### src/rtl/adder_ins_packer.sv
// -----------------------------------------------------------------------------
// adder_ins_packer
//
// Upstream feeder for the adder stage. Collects a byte-serial stream into the
// 65-bit packed ins bus {s2.w, s2.z, s2.y, s2.x, cin, s1.w, s1.z, s1.y, s1.x}.
// Bytes 0..6 of a frame are staged in a shadow register so that ins only
// changes, all at once, on the edge that accepts byte 7. ins is then held
// stable until the next frame completes.
//
// Parameters
//   DRAIN_CYC  cycles byte_rdy stays low after a frame completes (0..15)
//   CNT_W      width of frame_cnt
//
// Ports
//   clk        clock, all flops on the rising edge
//   rst_n      asynchronous active-low reset
//   byte_vld   upstream byte valid
//   byte_data  upstream byte
//   byte_cin   carry-in, sampled only with byte index 0
//   byte_rdy   packer can accept a byte this cycle (combinational)
//   abort      synchronous discard of the partial frame / early end of hold
//   ins        packed frame to the adder
//   ins_vld    1-cycle pulse: ins was updated by the previous edge
//   res_vld    1-cycle pulse: adder registered outputs reflect this frame
//   frame_cnt  frames published, wraps modulo 2^CNT_W
// -----------------------------------------------------------------------------
module adder_ins_packer #(
  parameter int unsigned DRAIN_CYC = 2,
  parameter int unsigned CNT_W     = 16
) (
  input  logic             clk,
  input  logic             rst_n,
  input  logic             byte_vld,
  input  logic [7:0]       byte_data,
  input  logic             byte_cin,
  output logic             byte_rdy,
  input  logic             abort,
  output logic [64:0]      ins,
  output logic             ins_vld,
  output logic             res_vld,
  output logic [CNT_W-1:0] frame_cnt
);

  // One adder operand: four byte lanes, x in the least significant byte.
  typedef struct packed {
    logic [7:0] w;
    logic [7:0] z;
    logic [7:0] y;
    logic [7:0] x;
  } operand_t;

  // Packed frame layout; declaration order gives s2 at [64:33], cin at [32]
  // and s1 at [31:0].
  typedef struct packed {
    operand_t s2;
    logic     cin;
    operand_t s1;
  } frame_t;

  typedef enum logic {
    COLLECT = 1'b0,
    HOLD    = 1'b1
  } state_t;

  // The hold counter is loaded on the edge that accepts byte 7 and counts
  // down to zero; the cycle in which it reads zero is the last hold cycle.
  localparam logic [3:0] HOLD_INIT = (DRAIN_CYC == 0) ? 4'd0 : 4'(DRAIN_CYC - 1);

  state_t          state;
  logic [2:0]      idx;
  logic [3:0]      hold_cnt;
  logic [6:0][7:0] shadow;
  logic            shadow_cin;
  logic            accept;
  logic            last_byte;
  frame_t          next_frame;

  // rst_n is folded in so that every output reads 0 while reset is held;
  // in the first cycle after release the FSM is in COLLECT and byte_rdy=1.
  assign byte_rdy  = rst_n & (state == COLLECT) & ~abort;
  assign accept    = byte_vld & byte_rdy;
  assign last_byte = accept & (idx == 3'd7);

  // ---------------------------------------------------------------------------
  // Shadow staging for bytes 0..6.
  // NOTE: the shadow is a data store qualified entirely by idx, so it carries
  // no reset; after reset or abort idx restarts at 0 and every lane is
  // rewritten before it can reach ins.
  // ---------------------------------------------------------------------------
  always_ff @(posedge clk) begin
    for (int i = 0; i < 7; i++) begin
      if (accept && (idx == 3'(i))) begin
        shadow[i] <= byte_data;
      end
    end
    if (accept && (idx == 3'd0)) begin
      shadow_cin <= byte_cin;
    end
  end

  // ---------------------------------------------------------------------------
  // Frame image presented to ins when byte 7 arrives: bytes 0..6 from the
  // shadow, byte 7 straight from the input bus.
  // NOTE: every field gets a default first so no path through this block can
  // leave a bit unassigned and infer a latch.
  // ---------------------------------------------------------------------------
  always_comb begin
    next_frame      = '0;
    next_frame.s1.x = shadow[0];
    next_frame.s1.y = shadow[1];
    next_frame.s1.z = shadow[2];
    next_frame.s1.w = shadow[3];
    next_frame.cin  = shadow_cin;
    next_frame.s2.x = shadow[4];
    next_frame.s2.y = shadow[5];
    next_frame.s2.z = shadow[6];
    next_frame.s2.w = byte_data;
  end

  // ---------------------------------------------------------------------------
  // Control FSM, output register and frame counter.
  // NOTE: all state here uses non-blocking assignments so every flop samples
  // the pre-edge values of its neighbours, independent of statement order.
  // ---------------------------------------------------------------------------
  always_ff @(posedge clk or negedge rst_n) begin
    if (!rst_n) begin
      state     <= COLLECT;
      idx       <= 3'd0;
      hold_cnt  <= 4'd0;
      ins       <= '0;
      ins_vld   <= 1'b0;
      res_vld   <= 1'b0;
      frame_cnt <= '0;
    end else begin
      // The pulse pipeline is never touched by abort: once byte 7 has been
      // accepted, ins_vld and then res_vld follow on the next two cycles.
      ins_vld <= last_byte;
      res_vld <= ins_vld;

      if (last_byte) begin
        ins       <= next_frame;
        frame_cnt <= frame_cnt + CNT_W'(1);
      end

      case (state)
        COLLECT: begin
          if (abort) begin
            // byte_rdy is low this cycle, so no byte is taken; restart the frame.
            idx <= 3'd0;
          end else if (accept) begin
            if (idx == 3'd7) begin
              idx <= 3'd0;
              if (DRAIN_CYC != 0) begin
                state    <= HOLD;
                hold_cnt <= HOLD_INIT;
              end
            end else begin
              idx <= idx + 3'd1;
            end
          end
        end

        HOLD: begin
          if (abort || (hold_cnt == 4'd0)) begin
            state <= COLLECT;
          end else begin
            hold_cnt <= hold_cnt - 4'd1;
          end
        end

        default: begin
          state <= COLLECT;
        end
      endcase
    end
  end

endmodule

### config.mk
export PLATFORM = sky130hd
export DESIGN_NAME = adder_ins_packer
export DESIGN_NICKNAME = d
export VERILOG_FILES = /design/src/rtl/adder_ins_packer.sv
export SDC_FILE = /design/constraint.sdc
export NUM_CORES = 1
export LEC_CHECK = 0
export CELL_PAD_IN_SITES_DETAIL_PLACEMENT = 1
export CELL_PAD_IN_SITES_GLOBAL_PLACEMENT = 2
export CORE_MARGIN = 4
export CORE_UTILIZATION = 38
export CTS_BUF_LIST = sky130_fd_sc_hd__clkbuf_16
export DETAILED_ROUTE_END_ITERATION = 10
export GPL_TIMING_DRIVEN = 1
export PLACE_DENSITY = 0.82
export SKIP_LAST_GASP = 1
export SYNTH_ARGS = -nofsm -noshare
export SYNTH_HDL_FRONTEND = slang
export SYNTH_SLANG_ARGS = --single-unit
### constraint.sdc
create_clock -name clk -period 2.1 [get_ports clk]
set_clock_uncertainty 0.15 [all_clocks]
set_input_delay 0.42 -clock clk [delete_from_list [all_inputs] [get_ports clk]]
set_output_delay 0.42 -clock clk [all_outputs]
set_load 0.02 [all_outputs]
== Yosys cells after proc, flatten, opt, wreduce, memory -nomap -nowiden ==
Cells that the tools add are included.
Operators by class
  add/sub/neg operators: 3
  bitwise logic cells: 6
  reductions and logical operators: 13
  equal/unequal tests: 11
  muxes and demuxes: 13
Operators with widths (count)
  $add 16x1->16 const B: 1
  $mux 4: 4
  $eq 3x3->1 const B: 4
  $mux 3: 3
  $pmux 4 s2: 1
  $logic_and 1x1->1: 7
  $eq 3x2->1 const B: 2
  $ne 2x2->1 const B: 3
  $and 1x1->1: 4
  $logic_not 4->1: 1
  $mux 1: 4
  $reduce_and 4->1: 1
  $sub 4x1->4 const B: 1
  $add 3x1->3 const B: 1
  $eq 3x1->1 const B: 1
  $logic_not 3->1: 1
  $ne 2x1->1 const B: 1
  $not 1->1: 2
  $pmux 1 s2: 1
  $reduce_and 2->1: 1
  $reduce_bool 2->1: 1
  $logic_or 1x1->1: 1
Word-level totals
  register bits: 148
  output and inout port bits: 84
  bits of input ports: 13

== Longest topological paths before layout ==
Gate-level depths: netlist of run 1.
  word-level depth: 7
  depth in mapped cells: 7
  gate-level depth less buffers: 6

== Least setup slack after synthesis of run 1 ==
No wires, ideal clock.
  path type: reg2reg
  from: register state
  to: register ins[57]
  data required time: 1.825 ns
  library setup time: 0.125 ns
  path slack: 0.182 ns
  stages on the path, launching flop included: 7
  data arrival time: 1.643 ns
  cell sequence: dfrtp_1 buf_6 nor3b_4 and3_1 buf_6 buf_6 mux2_2
On the way
  longest elaborated chain between the ends: 5
RTL lines
  from (decl): RTL line 69  | state_t state;
  from (signal assigned): RTL line 127  | state <= COLLECT;
  from (signal assigned): RTL line 154  | state <= HOLD;
  from (signal assigned): RTL line 165  | state <= COLLECT;
  $not 1->1
  $and 1x1->1 (2 in a row): RTL line 80  | assign byte_rdy = rst_n & (state == COLLECT) & ~abort;
  net byte_rdy: RTL line 36  | output logic byte_rdy,
  $and 1x1->1: RTL line 81  | assign accept = byte_vld & byte_rdy;
  $and 1x1->1: RTL line 82  | assign last_byte = accept & (idx == 3'd7);
  to (signal assigned): RTL line 141  | ins <= next_frame;
  to (decl): RTL line 38  | output logic [64:0] ins,
The timed path passes the listed nets, and every way through them passes these cells.
A chain may end at the register's enable or synchronous reset.

== Worst setup path in the final report of run 1 ==
  from: register frame_cnt[2]
  to: output port frame_cnt[2]
RTL lines
  from (decl): RTL line 41  | output logic [CNT_W-1:0] frame_cnt
  from (signal assigned): RTL line 142  | frame_cnt <= frame_cnt + CNT_W'(1);
No word-level cell between the ends.

==> summary.md, run 1 <==
| Metric | Value |
|---|---|
| Post-Route WL | 12.3 mm |
| Detailed Place HPWL | 8.33 mm |
| Layout fillers | 1,334 |
| Proportion of layout cells with a drive suffix above 1 | between 20% and 30% |
| Maximum vdd drop | 0.508 mV |
| Register area | 3990 um2 |
| Total Routing Usage GR | 16.1% |
| CTS tree | built |
| Via density | roughly 5 |
| Final worst path period share | between 90 and 100% |
| Internal power | roughly 0.0050 W |
| Slew at the pin closest to its max-slew limit | about 0.76 ns |
| Antenna diode count | 0 |
| Buf+Inv Stages, Crit Path | 1 |
| Hold Crit Depth | 0 |
| Final Hold Viols | 0 |
| Core area | 14,000 um2 |
| Clock root cell | clkbuf_16 |
| Yosys top cell by area | dfrtp_1 |
| CTS sink count | between 100 and 150 |
| Post-Syn Area | about 5500 um2 |
| Combinational power share | 3.9% |
| Die Area | 16,400 um2 |
| Num CTS Buffers | 17 |
| Sw Pwr | 0.00127 W |
| Worst hold path class | reg -> reg |
| Cell depth of the worst setup path | 1 |
| DRT iter0 DRCs | 126 |
| Slew margin rel. | 49.3% |
| Residual DRC | 0 |
| Pin count of the biggest net entering global routing | 58 |
| Initial Util | 39.2% |
| Syn Nets | 334 |
| PortBufs | 96 |
| RSZ-0062 raised after global routing | false |
| Status | complete, no violations |
| Sequential share of the synthesized area | between 70% and 80% |
| Drt wl/cell | 19.5 um |
| Crit path cell chain | clkdlybuf4s50_1 |
| Multi-input logic area | approximately 1400 um2 |
| Pwr dens | 842 nW/um2 |
| CP Launch Type | flop |
| Synth top area share | 41.5% |
| Crit-path leading delay family | buffers and inverters |
| Fraction of power consumed by the clock network | between 40% and 50% |
| Final Max Tran Viols | 0 |
| Router iterations before antenna repair | 4 |
| Antenna violations before repair | 0 |
| Req. time, crit path | 1.53 ns |
| Reg2reg path depth | 5 |
| Via count | 3,073 |
| Max H-tree Level | 4 |
| Seq pwr share | 49.0% |
| Final Setup Violations | 0 |
| Clk slew on worst S/H paths | around 0.060 ns |
| Synth Instances | ~310 |
| Dpl ws | -0.334 ns |
| Synth Area per Inst | between 15 and 20 um2 |
| Synth top area cells | dfrtp_1, edfxtp_1, mux2_2 |
| Min Hold Slack | 0.226 ns |
| Setup Buffers After CTS | 0 |
| Synth cell types | 35 |
| Die height | 128 um |
| Final ANT Viol Nets | 0 |
| Slowest stage delay, CP | 0.64 ns |
| Setup ws final | 0.0586 ns |
| Critical Path Fanout Max | 4 |
| Crit Path Class | reg -> out |
| Area Growth Syn to Fin | 35.5% |
| Die W | around 130 um |
| Leak | 3.25 nW |
| Row count | 43 |
| GRT overflow | 0 |
| Critical Path AT | 1.47 ns |
| Minimum clock period | 2.04 ns |
| Vias in the first global route | 3,414 |
| Clock Path Buffers | 2 |
| Nets | 460 |
| First-pass GRT wire length | approximately 20 mm |
| Yosys warnings | 0 |
| Slowest CP cell | clkdlybuf4s50_1 |
| Final Wtd Congestion | 0.702 |
| Switching part of the total | 20.3% |
| Seq cells post-synth | 148 |
| Fmax | just under 500 MHz |
| I/O pin cnt | 97 |
| Crit path capture type | output port |
| Max-Cap Viols | 0 |
| Worst skew pair latency | between 0.4 and 0.5 ns |
-- registers in the layout, summed over array words and instances, names as in the netlist --
name / count
next_frame: 56
frame_cnt: 16
ins: 65
state: 1
res_vld: 1
idx: 3
ins_vld: 1
hold_cnt: 4
shadow_cin: 1
-- synth_stat cells (all sizes together) --
| cell type | number |
|---|---|
| o2bb2ai | 1 |
| mux2 | 66 |
| inv | 8 |
| nor2 | 2 |
| nand3 | 5 |
| edfxtp | 57 |
| o21ai | 2 |
| a22oi | 1 |
| a22o | 1 |
| nor4 | 1 |
| nand4 | 2 |
| nand4bb | 1 |
| buf | 10 |
| ha | 9 |
| o31ai | 1 |
| and4 | 6 |
| o22ai | 1 |
| xnor2 | 12 |
| o311a | 1 |
| o311ai | 2 |
| nor3b | 2 |
| and3 | 10 |
| a21oi | 2 |
| nor2b | 1 |
| xor2 | 3 |
| nand2 | 8 |
| and2 | 4 |
| dfrtp | 91 |
| a221o | 1 |
| nor3 | 1 |
-- cells by family (layout without fill, tap and decap cells) --
family	Yosys count	after routing	share of synthesized area, %
flops	148	148	72.8
mux	66	66	13.6
simple gates	43	43	4.98
buf+inv	18	157	2.49
xor+xnor	15	15	2.40
compound gates	13	13	1.76
fa+ha+maj	9	9	2.05
-- area by class of cell --
cell class / instances / area share (%)
Timing Repair Buffer: 117 / 16.7
Clock buffer: 17 / 5.73
Multi-Input combinational cell: 146 / 18.4
Clock inverter: 15 / 2.04
Sequential cell: 148 / 53.7
Tap cell: 180 / 3.03
Inverter: 8 / 0.404
-- cell usage in the layout, fill, tap and decap left out, types with 2 or more instances in the layout --
cell	n
dfrtp_1	91
clkdlybuf4s50_1	90
mux2_2	65
edfxtp_1	57
clkbuf_16	17
inv_1	13
xnor2_1	12
buf_4	12
and3_1	9
nand2_1	8
ha_1	8
buf_12	8
and4_1	6
nand3_1	5
and2_1	4
dlymetal6s2s_1	4
xor2_1	3
bufinv_16	3
nand4_1	2
o311ai_0	2
a21oi_1	2
clkinv_4	2
clkinv_1	2
clkinv_2	2
-- power groups by stage --
stage          clock [W]  combinational (W)  sequential [W]
2_1_floorplan          0          0.0000434         0.00315
3_3_place_gp           0           0.000240         0.00312
3_5_place_dp           0           0.000246         0.00312
4_1_cts          0.00302           0.000255         0.00307
5_1_grt          0.00317           0.000268         0.00307
6_report         0.00294           0.000246         0.00307
-- layer usage --
metal  vias to the layer above  routed length (um)  track usage [%]
met5                         -                   0                0
met2                        76                6430             26.7
met1                      1589                5170             19.9
met4                         0                 184             5.81
met3                        15                 529             4.79
li1                       1393                   -                -
-- what timing repair did --
| action | in CTS | in global routing |
|---|---|---|
| endpoints found under the setup margin | 1 | 30 |
| hold endpoints to repair | 34 | 0 |
| hold buffers | 2 | 0 |
| gates resized for setup | 2 | 7 |
-- stage by stage --
step           instance area (um2)  util [%]  TNS, ns  instances  total power [W]
5_1_grt                       7430      53.1        0        631          0.00651
3_3_place_gp                  6810      48.7   -29.27        597          0.00336
2_1_floorplan                 5480         -        0        312          0.00319
6_report                      7430      53.1        0        631          0.00625
4_1_cts                       7410      53.0        0        631          0.00634
3_5_place_dp                  6810      48.7   -32.89        597          0.00337
-- worst paths after layout --
path                               from           end  slack (ns)
min in group asynchronous         rst_n  frame_cnt[4]        0.49
min reg2reg                     ins_vld       res_vld        0.23
max in group asynchronous         rst_n   hold_cnt[0]        0.56
max                        frame_cnt[2]  frame_cnt[2]        0.06
max reg2reg                      idx[1]       ins[28]        0.12
min                             ins_vld       res_vld        0.23
No activity file was read; power rests on OpenSTA's default activity.
==> run 2: changes to the inputs <==
MAX_ROUTING_LAYER = met4   (was default)
==> run 2 against run 1 <==
  * Global-route usage up 0.46 points
  * Sequential share of layout area unchanged
  * Critical path type unchanged
  * Worst setup slack better by 0.0032 ns
  * Hold slack about the same
  * Clock power about the same
  * Core utilization unchanged
==> summary.md, run 2 (same netlist as run 1, synthesis figures left out) <==
| Metric | Value |
|---|---|
| Status | complete, no violations |
| Setup Buffers After CTS | 0 (unchanged) |
| Nets | 460 (unchanged) |
| Slowest stage delay, CP | 0.64 ns (about the same) |
| Post-Route WL | 12.4 mm (+0.49%) |
| Pwr dens | 841 nW/um2 (about the same) |
| Worst Hold Launch | ins_vld |
| Core area | 14,000 um2 (unchanged) |
| Clock root cell | clkbuf_16 |
| GRT overflow | 0 (unchanged) |
| Core Util, Final | 53.1% (unchanged) |
| Buf+Inv Stages, Crit Path | 1 (unchanged) |
| Antenna diode count | 0 (unchanged) |
| Final Wtd Congestion | 0.710 (+1.1%) |
| Die Area | 16,400 um2 (unchanged) |
| Top reg by flops | ins |
| Most common cell after layout, fill and taps aside | dfrtp_1 |
| DRT iter0 DRCs | 112 (-11%) |
| Maximum vdd drop | 0.505 mV (-0.52%) |
| Max H-tree Level | 4 (unchanged) |
| Critical Path Start | frame_cnt[2] |
| Initial Util | 39.2% (unchanged) |
| Req. time, crit path | 1.53 ns (about the same) |
| Critical Path AT | 1.47 ns (about the same) |
| Non-Filler Instances | 631 (unchanged) |
| Min Hold Slack | 0.226 ns (-0.00000800 ns) |
| Final ANT Viol Nets | 0 (unchanged) |
| Clock Path Buffers | 2 (unchanged) |
| Clk slew on worst S/H paths | 0.06 ns (about the same) |
| Final Setup Violations | 0 (unchanged) |
| Residual DRC | 0 (unchanged) |
| Commonest cells after routing, fill and taps aside | dfrtp_1, clkdlybuf4s50_1, mux2_2, edfxtp_1, clkbuf_16 |
| Final Max Tran Viols | 0 (unchanged) |
| Via count | 3,057 (-0.52%) |
| Area Growth Syn to Fin | 35.5% (unchanged) |
| CP Launch Type | flop |
| Router iterations before antenna repair | 4 (unchanged) |
| I/O pin cnt | 97 (unchanged) |
| Worst hold path class | reg -> reg |
| Proportion of layout cells with a drive suffix above 1 | 25.7% (unchanged) |
| Minimum clock period | 2.04 ns (-0.00322 ns) |
| Final worst path period share | 97.1% (-0.15 points) |
| Via density | 4.84 (-0.52%) |
| Worst skew pair latency | 0.41 ns (about the same) |
| Crit path capture type | output port |
| Total Routing Usage GR | 16.5% (+0.46 points) |
| Critical Path Fanout Max | 4 (unchanged) |
| Die W | 128 um (unchanged) |
| Vias in the first global route | 3,397 (-0.50%) |
| Final Hold Viols | 0 (unchanged) |
| Antenna violations before repair | 0 (unchanged) |
| CTS sink count | 148 (unchanged) |
| PortBufs | 96 (unchanged) |
| Detailed Place HPWL | 8.33 mm (unchanged) |
| Fmax | 491 MHz (+0.16%) |
| RSZ-0062 raised after global routing | false |
| Max FFs per register | 65 (unchanged) |
| Row count | 43 (unchanged) |
| Layout fillers | 1,334 (unchanged) |
| Leak | 3.25 nW (unchanged) |
| Drt wl/cell | 19.6 um (+0.49%) |
| Crit-path leading delay family | buffers and inverters |
| Die height | 128 um (unchanged) |
| Placed instance count | 597 (unchanged) |
| Pin count of the biggest net entering global routing | 58 (unchanged) |
| Slew margin rel. | 49.2% (-0.11 points) |
| Num CTS Buffers | 17 (unchanged) |
| Max-Cap Viols | 0 (unchanged) |
| Worst r2r src | idx[1] |
| Crit Path Class | reg -> out |
| First-pass GRT wire length | 19.6 mm (about the same) |
| Slowest CP cell | clkdlybuf4s50_1 |
| CTS tree | built |
| Crit path cell chain | clkdlybuf4s50_1 |
| Slew at the pin closest to its max-slew limit | 0.762 ns (+0.00168 ns) |
[run 2: cell counts in the layout (fill, tap and decap cells not counted)]
No cell type changed its count.
[run 2: through the flow]
step / total power, W / setup slack (ns) / cell area (um2) / setup TNS (ns)
global placement: 0.00336 / -0.318 / 6810 / -29.27
finish: 0.00625 / 0.0618 / 7430 / 0
CTS: 0.00634 / 0.00182 / 7410 / 0
detailed placement: 0.00337 / -0.334 / 6810 / -32.89
global route: 0.00650 / 0.00638 / 7430 / 0
floorplan: 0.00319 / 0.182 / 5480 / 0
[run 2: per-layer routing]
| layer | share of wire (%) | GRT usage (%) | vias to the layer above |
|---|---|---|---|
| met2 | 52 | 26.6 | 67 |
| met3 | 3.3 | 3.96 | 15 |
| li1 | - | - | 1393 |
| met1 | 44 | 20.2 | 1582 |
| met4 | 1.5 | 6.37 | 0 |
| met5 | 0 | - | - |
[run 2: final timing paths]
| kind | end | slack [ns] | cells past startpoint |
|---|---|---|---|
| worst min-delay path | res_vld | 0.23 | 0 |
| worst max register to register | ins[28] | 0.12 | 5 |
| max in group asynchronous | ins[53] | 0.56 | 4 |
| worst max-delay path | frame_cnt[2] | 0.06 | 1 |
| worst min register to register | res_vld | 0.23 | 0 |
| min in group asynchronous | frame_cnt[4] | 0.49 | 4 |
[run 2: layout make-up]
type / instances / area, um2 / share of cell area [%]
well taps: 180 / 225 / 3.03
repair buffers: 117 / 1240 / 16.7
flip-flops and latches: 148 / 3990 / 53.7
multi-input cells: 146 / 1360 / 18.4
clock buffers: 17 / 425 / 5.73
inverters: 8 / 30.0 / 0.404
clock inverters: 15 / 151 / 2.04
[run 2: power breakdown]
part	internal (W)	switching (W)
Sequential	0.00304	0.0000221
Clock	0.00183	0.00111
Combinational	0.000105	0.000141
Total	0.00498	0.00127
[run 2: what timing repair did]
item / in CTS / in global routing
hold endpoints to repair: 34 / 0
resized for setup: 2 / 7
endpoints found under the setup margin: 1 / 17
hold buffers: 2 / 0
